$ cat src/rtl/mem_arbiter.sv
// Memory-side arbiter for the instruction and data cache request ports.
// Both requestors share one RAM port; the data side wins ties, but a run of
// MAX_D_STREAK data grants while an instruction read waits forces one
// instruction grant. Every access ends with a one-cycle wait pulse, even on
// RAM error or timeout, in which case err is set and the load register gets
// a poison pattern.
module mem_arbiter #(
  parameter int unsigned TIMEOUT_CYCLES = 64,
  parameter int unsigned MAX_D_STREAK   = 4
) (
  input  logic        CLK,
  input  logic        RST,
  // instruction cache side
  input  logic        iREN,
  input  logic [31:0] iaddr,
  output logic        iwait,
  output logic [31:0] iload,
  // data cache side
  input  logic        dREN,
  input  logic        dWEN,
  input  logic [31:0] daddr,
  input  logic [31:0] dstore,
  output logic        dwait,
  output logic [31:0] dload,
  // RAM side
  output logic        ramREN,
  output logic        ramWEN,
  output logic [31:0] ramaddr,
  output logic [31:0] ramstore,
  input  logic [31:0] ramload,
  input  logic [1:0]  ramstate,
  output logic        err
);

  localparam int unsigned SW = $clog2(MAX_D_STREAK + 1);
  localparam int unsigned TW = $clog2(TIMEOUT_CYCLES);

  localparam logic [1:0]  RamAccess = 2'd2;
  localparam logic [1:0]  RamError  = 2'd3;
  localparam logic [31:0] Poison    = 32'hBAD1_BAD1;

  typedef enum logic [2:0] {
    StIdle,
    StDServ,
    StIServ,
    StDDone,
    StIDone
  } state_e;

  state_e        state;
  logic [SW-1:0] streak;
  logic [TW-1:0] tmo_cnt;

  logic tmo_hit;
  // Last permitted service cycle before the access is abandoned
  assign tmo_hit = (tmo_cnt == TW'(TIMEOUT_CYCLES - 1));

  // Single FSM: all outputs are registered so waits and strobes are glitch-free
  always_ff @(posedge CLK) begin
    if (RST) begin
      state    <= StIdle;
      iwait    <= 1'b1;
      dwait    <= 1'b1;
      iload    <= '0;
      dload    <= '0;
      ramREN   <= 1'b0;
      ramWEN   <= 1'b0;
      ramaddr  <= '0;
      ramstore <= '0;
      err      <= 1'b0;
      streak   <= '0;
      tmo_cnt  <= '0;
    end else begin
      unique case (state)
        StIdle: begin
          if ((dREN || dWEN) && !(iREN && (streak == SW'(MAX_D_STREAK)))) begin
            state    <= StDServ;
            ramaddr  <= daddr;
            ramstore <= dstore;
            // a simultaneous read and write request is treated as a write
            ramWEN   <= dWEN;
            ramREN   <= ~dWEN;
            streak   <= iREN ? streak + SW'(1) : '0;
          end else if (iREN) begin
            state    <= StIServ;
            ramaddr  <= iaddr;
            ramstore <= '0;
            ramREN   <= 1'b1;
            ramWEN   <= 1'b0;
            streak   <= '0;
          end
        end

        StDServ: begin
          if (ramstate == RamAccess) begin
            // ramWEN still holds the latched op for this access
            if (!ramWEN) dload <= ramload;
            state   <= StDDone;
            dwait   <= 1'b0;
            ramREN  <= 1'b0;
            ramWEN  <= 1'b0;
            tmo_cnt <= '0;
          end else if ((ramstate == RamError) || tmo_hit) begin
            err     <= 1'b1;
            dload   <= Poison;
            state   <= StDDone;
            dwait   <= 1'b0;
            ramREN  <= 1'b0;
            ramWEN  <= 1'b0;
            tmo_cnt <= '0;
          end else begin
            tmo_cnt <= tmo_cnt + TW'(1);
          end
        end

        StIServ: begin
          if (ramstate == RamAccess) begin
            iload   <= ramload;
            state   <= StIDone;
            iwait   <= 1'b0;
            ramREN  <= 1'b0;
            ramWEN  <= 1'b0;
            tmo_cnt <= '0;
          end else if ((ramstate == RamError) || tmo_hit) begin
            err     <= 1'b1;
            iload   <= Poison;
            state   <= StIDone;
            iwait   <= 1'b0;
            ramREN  <= 1'b0;
            ramWEN  <= 1'b0;
            tmo_cnt <= '0;
          end else begin
            tmo_cnt <= tmo_cnt + TW'(1);
          end
        end

        StDDone: begin
          state <= StIdle;
          dwait <= 1'b1;
        end

        StIDone: begin
          state <= StIdle;
          iwait <= 1'b1;
        end

        default: begin
          state  <= StIdle;
          iwait  <= 1'b1;
          dwait  <= 1'b1;
          ramREN <= 1'b0;
          ramWEN <= 1'b0;
        end
      endcase
    end
  end

endmodule

$ cat config.mk
export PLATFORM = sky130hd
export DESIGN_NAME = mem_arbiter
export DESIGN_NICKNAME = d
export VERILOG_FILES = /design/src/rtl/mem_arbiter.sv
export SDC_FILE = /design/constraint.sdc
export NUM_CORES = 1
export LEC_CHECK = 0
export ABC_AREA = 1
export CAP_MARGIN = 40
export CORE_UTILIZATION = 41
export DETAILED_ROUTE_END_ITERATION = 8
export GPL_ROUTABILITY_DRIVEN = 0
export PLACE_DENSITY = 0.83
export SLEW_MARGIN = 10
export SYNTH_ARGS = -nofsm -noshare
export SYNTH_HDL_FRONTEND = slang
export SYNTH_SLANG_ARGS = --single-unit
$ cat constraint.sdc
create_clock -name CLK -period 1.6 [get_ports CLK]
set_input_delay 0.32 -clock CLK [delete_from_list [all_inputs] [get_ports CLK]]
set_output_delay 0.32 -clock CLK [all_outputs]
set_load 0.01 [all_outputs]
==> results of run 1 <==
-- per-layer routing --
metal	GRT usage	share of wire	vias to the layer above
li1	-	-	3089
met4	0.0949	0.026	0
met5	0	0	-
met2	0.422	0.50	277
met1	0.285	0.39	2864
met3	0.0766	0.080	40
-- cell type report --
type	instances	area, sq um	area share
repair buffers	322	3260	0.335
flip-flops and latches	145	2910	0.298
clock inverters	12	155	0.0159
clock buffers	20	457	0.0469
multi-input cells	542	2570	0.264
well taps	180	225	0.0231
inverters	39	169	0.0173
-- what timing repair did --
action,4_1_cts,5_1_grt
pin swaps,0,6
setup buffers,0,5
cloned,0,10
gates resized for setup,134,63
setup endpoints to repair,134,108
-- power breakdown --
part / switching [mW] / total, mW / internal, mW
clock network: 1.58 / 4.12 / 2.54
registers: 0.274 / 4.43 / 4.15
logic: 1.86 / 3.60 / 1.74
-- registers in the layout, indices dropped and copies added, names as in the netlist, 3 cells and up --
| name | count |
|---|---|
| state | 3 |
| dload | 32 |
| ramstore | 32 |
| ramaddr | 32 |
| streak | 3 |
| tmo_cnt | 6 |
| iload | 32 |
-- cells in the mapped netlist, types with 2 or more instances --
| cell | number |
|---|---|
| sky130_fd_sc_hd__a21oi_1 | 108 |
| sky130_fd_sc_hd__buf_2 | 15 |
| sky130_fd_sc_hd__buf_4 | 3 |
| sky130_fd_sc_hd__buf_6 | 10 |
| sky130_fd_sc_hd__clkbuf_1 | 18 |
| sky130_fd_sc_hd__clkbuf_2 | 4 |
| sky130_fd_sc_hd__clkinv_2 | 2 |
| sky130_fd_sc_hd__dfxtp_1 | 145 |
| sky130_fd_sc_hd__ha_1 | 3 |
| sky130_fd_sc_hd__inv_1 | 31 |
| sky130_fd_sc_hd__inv_2 | 6 |
| sky130_fd_sc_hd__nand2_1 | 124 |
| sky130_fd_sc_hd__nand2_2 | 2 |
| sky130_fd_sc_hd__nand2_4 | 3 |
| sky130_fd_sc_hd__nand3_1 | 8 |
| sky130_fd_sc_hd__nor2_1 | 163 |
| sky130_fd_sc_hd__nor2_2 | 2 |
| sky130_fd_sc_hd__nor2_4 | 2 |
| sky130_fd_sc_hd__o21a_1 | 2 |
| sky130_fd_sc_hd__o21ai_0 | 80 |
| sky130_fd_sc_hd__o21ai_1 | 21 |
| sky130_fd_sc_hd__or2_1 | 15 |
| sky130_fd_sc_hd__or2_2 | 3 |
| sky130_fd_sc_hd__xor2_1 | 2 |
-- path summary, 6_finish.rpt --
path	start	to	slack, ps
worst min-delay path	daddr[27]	ramaddr[27]	450
worst max-delay path	tmo_cnt[0]	iload[31]	10
worst max register to register	tmo_cnt[0]	iload[31]	10
worst min register to register	ramstore[30]	ramstore[30]	460
-- through the flow --
step                 util  cells  hold WS, ps
detailed placement  0.643   1213          451
global placement    0.643   1213          435
finish              0.705   1260          454
global route        0.705   1260          456
CTS                 0.676   1245          439
floorplan               -    776          461
-- cell usage in the layout (no fill, tap or decap), types with 15 or more instances in the layout --
cell	n
sky130_fd_sc_hd__dlygate4sd2_1	133
sky130_fd_sc_hd__nand2_1	123
sky130_fd_sc_hd__buf_12	15
sky130_fd_sc_hd__o21ai_0	54
sky130_fd_sc_hd__or2_1	15
sky130_fd_sc_hd__clkdlybuf4s50_1	134
sky130_fd_sc_hd__inv_1	30
sky130_fd_sc_hd__nor2_1	163
sky130_fd_sc_hd__dfxtp_1	142
sky130_fd_sc_hd__a21oi_1	102
sky130_fd_sc_hd__o21ai_1	38
sky130_fd_sc_hd__buf_4	28
sky130_fd_sc_hd__clkbuf_16	25
-- cells by family (layout without fill, tap and decap cells) --
kind of cell	count (synthesis)	in the layout	synth area share
AND/OR/NAND/NOR	324	324	0.229
AO/OA/AOI/OAI	213	213	0.185
flip-flops	145	145	0.500
buffers and inverters	89	393	0.0769
adder cells (fa/ha/maj)	3	3	0.00646
XOR/XNOR	2	2	0.00302
-- worst min-delay path, delay by kind of cell --
| family | cells | cell delay (ps) |
|---|---|---|
| simple gates | 1 | 60 |
| compound gates | 1 | 60 |
| buf+inv | 1 | 390 |
==> tab_implementation.tex, run 1 <==
\begin{tabular}{lr}
\hline
Metric & Value \\
\hline
\multicolumn{2}{l}{\textbf{Run status}} \\
\quad Outcome & finished clean \\
\multicolumn{2}{l}{\textbf{Clock network}} \\
\quad CTS max path bufs & 2 \\
\quad Number of clock sinks seen by CTS & 145 \\
\quad Clock tree root buffer cell & sky130\_fd\_sc\_hd\_\_clkbuf\_16 \\
\quad H-tree Lvls & 4 \\
\quad Cts bufs inserted & 17 \\
\quad Clock slew at reported path FFs & $\sim$60 ps \\
\quad Post-CTS Hold Buffers & 0 \\
\quad Latest clock arrival within the worst-skew pair & 420 ps \\
\quad CTS tree & done \\
\multicolumn{2}{l}{\textbf{Yosys}} \\
\quad Post-synth cell types & 28 \\
\quad Post-synthesis instance area & a little under 6000 sq um \\
\quad Cell taking the most area after synthesis & sky130\_fd\_sc\_hd\_\_dfxtp\_1 \\
\quad Flip-flop cell with the highest count after synthesis & sky130\_fd\_sc\_hd\_\_dfxtp\_1 \\
\quad Number of synthesis warnings & 0 \\
\quad Leading post-synthesis cells by cell area & sky130\_fd\_sc\_hd\_\_dfxtp\_1, sky130\_fd\_sc\_hd\_\_nor2\_1, sky130\_fd\_sc\_hd\_\_a21oi\_1 \\
\quad Synthesized area divided by synthesized cell count & 7.48 sq um \\
\quad Synthesized flop and latch total & between 100 and 150 \\
\quad Register area share after synthesis & 0.500 \\
\quad Post-synth EDFFs & 0 \\
\quad Mapped Nets & between 900 and 1000 \\
\quad Synthesized netlist cell count & approximately 780 \\
\quad Synth async-reset ratio & 0 \\
\quad Share of the synthesized area in the top cell type & 0.500 \\
\multicolumn{2}{l}{\textbf{Worst setup path}} \\
\quad Max stage delay on crit path & around 350 ps \\
\quad FF-to-FF path depth & 9 \\
\quad CP Cell Sequence & ha\_4 -> nand2\_2 -> nor2\_4 -> nand2\_2 -> nand2\_4 -> nand2\_8 -> buf\_6 -> o21ai\_0 -> nor2\_1 \\
\quad CP Max Fanout & 11 \\
\quad Path length in cells of the critical path & 9 \\
\quad Type of the worst setup path & flop to flop \\
\quad Most used cell, CP & sky130\_fd\_sc\_hd\_\_nand2\_2 \\
\quad Family with the most delay on the worst path & simple AND/OR/NAND/NOR gates \\
\quad Required time of the critical path & 1900 ps \\
\quad Highest-delay cell along the critical path & sky130\_fd\_sc\_hd\_\_dfxtp\_2 \\
\quad Crit end category & flop \\
\quad Element type at the critical path start & flop \\
\quad Worst path buffer plus inverter count & 1 \\
\quad Arrival @ worst endpoint & around 1900 ps \\
\multicolumn{2}{l}{\textbf{Power and ir drop}} \\
\quad IR drop worst, VDD & 0.000655 V \\
\quad Cell Pwr Density & around 1200 nW/um\^{}2 \\
\quad Overall power consumption & between 10 and 15 mW \\
\quad Pleak & approximately 4.5 nW \\
\multicolumn{2}{l}{\textbf{Timing}} \\
\quad Worst slew slack as a fraction of its limit & 0.800 \\
\quad Final period demand of the worst path & about 1600 ps \\
\quad Max Freq & 0.629 GHz \\
\quad TNS Setup & 0 ps \\
\quad Post-route clock period utilization & 0.993 \\
\quad Pin slew with the least headroom to its limit & 299 ps \\
\quad Number of endpoints failing setup at the final stage & 0 \\
\quad Final max-slew violation count & 0 \\
\quad Number of hold-slack violations in the final timing report & 0 \\
\quad Final worst slack & between 10 and 15 ps \\
\quad Post-route clock skew & 8.39 ps \\
\multicolumn{2}{l}{\textbf{Route}} \\
\quad Final routed wire length divided by cell count & approximately 15 microns \\
\quad Detailed-route via count & around 6300 \\
\quad DRC violation count after routing & 0 \\
\quad Overall routed net length & $\sim$19000 microns \\
\quad Post-route ant nets & 0 \\
\quad First-pass detailed-route iteration total & 5 \\
\quad DRC violation total after the first TritonRoute iteration & about 430 \\
\quad Vias per Instance & between 4 and 5 \\
\multicolumn{2}{l}{\textbf{Floorplanning}} \\
\quad Initial core utilization & 0.420 \\
\quad I/O Pins & between 200 and 300 \\
\quad Area of the die & between 10000 and 15000 sq um \\
\quad Row cnt & 43 \\
\quad Vert. Die Dim & approximately 120 microns \\
\quad Placeable core area & around 14000 sq um \\
\quad Die span in x & roughly 120 microns \\
\multicolumn{2}{l}{\textbf{Worst hold path}} \\
\quad Hold Crit Class & input port to flop \\
\quad Depth of the worst hold-timing path & 3 \\
\multicolumn{2}{l}{\textbf{Global route}} \\
\quad Global-route usage over all layers & 0.246 \\
\quad Total grt overflow & 0 \\
\quad Antenna violations before repair & 0 \\
\quad First-pass GRT wire length & 28400 microns \\
\quad Number of global-route vias before repair & between 5000 and 6000 \\
\quad Maximum number of pins on one net before global-route repair & 44 \\
\multicolumn{2}{l}{\textbf{Place}} \\
\quad Area of placed instances & 8900 sq um \\
\quad Placement-stage worst setup slack & -283 ps \\
\quad Port Buffer Count & approximately 270 \\
\quad Placed wire-length estimate after detailed placement & 12300 microns \\
\multicolumn{2}{l}{\textbf{Layout}} \\
\quad Fraction of layout instances using a drive strength above 1 & 0.121 \\
\quad Non-Filler Cell Area, Final & roughly 9700 sq um \\
\quad Filler cells & 1113 \\
\quad Nets@finish & 1205 \\
\quad Post-synthesis to final-layout area growth & 67.7\% \\
\quad Number of antenna diodes & 0 \\
\multicolumn{2}{l}{\textbf{Job}} \\
\quad Maxcap violations & 0 \\
\hline
\end{tabular}
Power figures use the tool's default switching activity.
==> run 2, diff against run 1 <==
--- a/config.mk
+++ b/config.mk
@@ -11,7 +11,6 @@
 export DETAILED_ROUTE_END_ITERATION = 8
 export GPL_ROUTABILITY_DRIVEN = 0
 export PLACE_DENSITY = 0.83
-export SLEW_MARGIN = 10
 export SYNTH_ARGS = -nofsm -noshare
 export SYNTH_HDL_FRONTEND = slang
 export SYNTH_SLANG_ARGS = --single-unit
==> results of run 2 <==
No change in the layout: final DEF, timing and power equal those of run 1.
==> run 3, diff against run 2 <==
--- a/config.mk
+++ b/config.mk
@@ -8,6 +8,7 @@
 export ABC_AREA = 1
 export CAP_MARGIN = 40
 export CORE_UTILIZATION = 41
+export CTS_CLUSTER_DIAMETER = 80
 export DETAILED_ROUTE_END_ITERATION = 8
 export GPL_ROUTABILITY_DRIVEN = 0
 export PLACE_DENSITY = 0.83
==> results of run 3 <==
No change in the layout: final DEF, timing and power equal those of run 1.
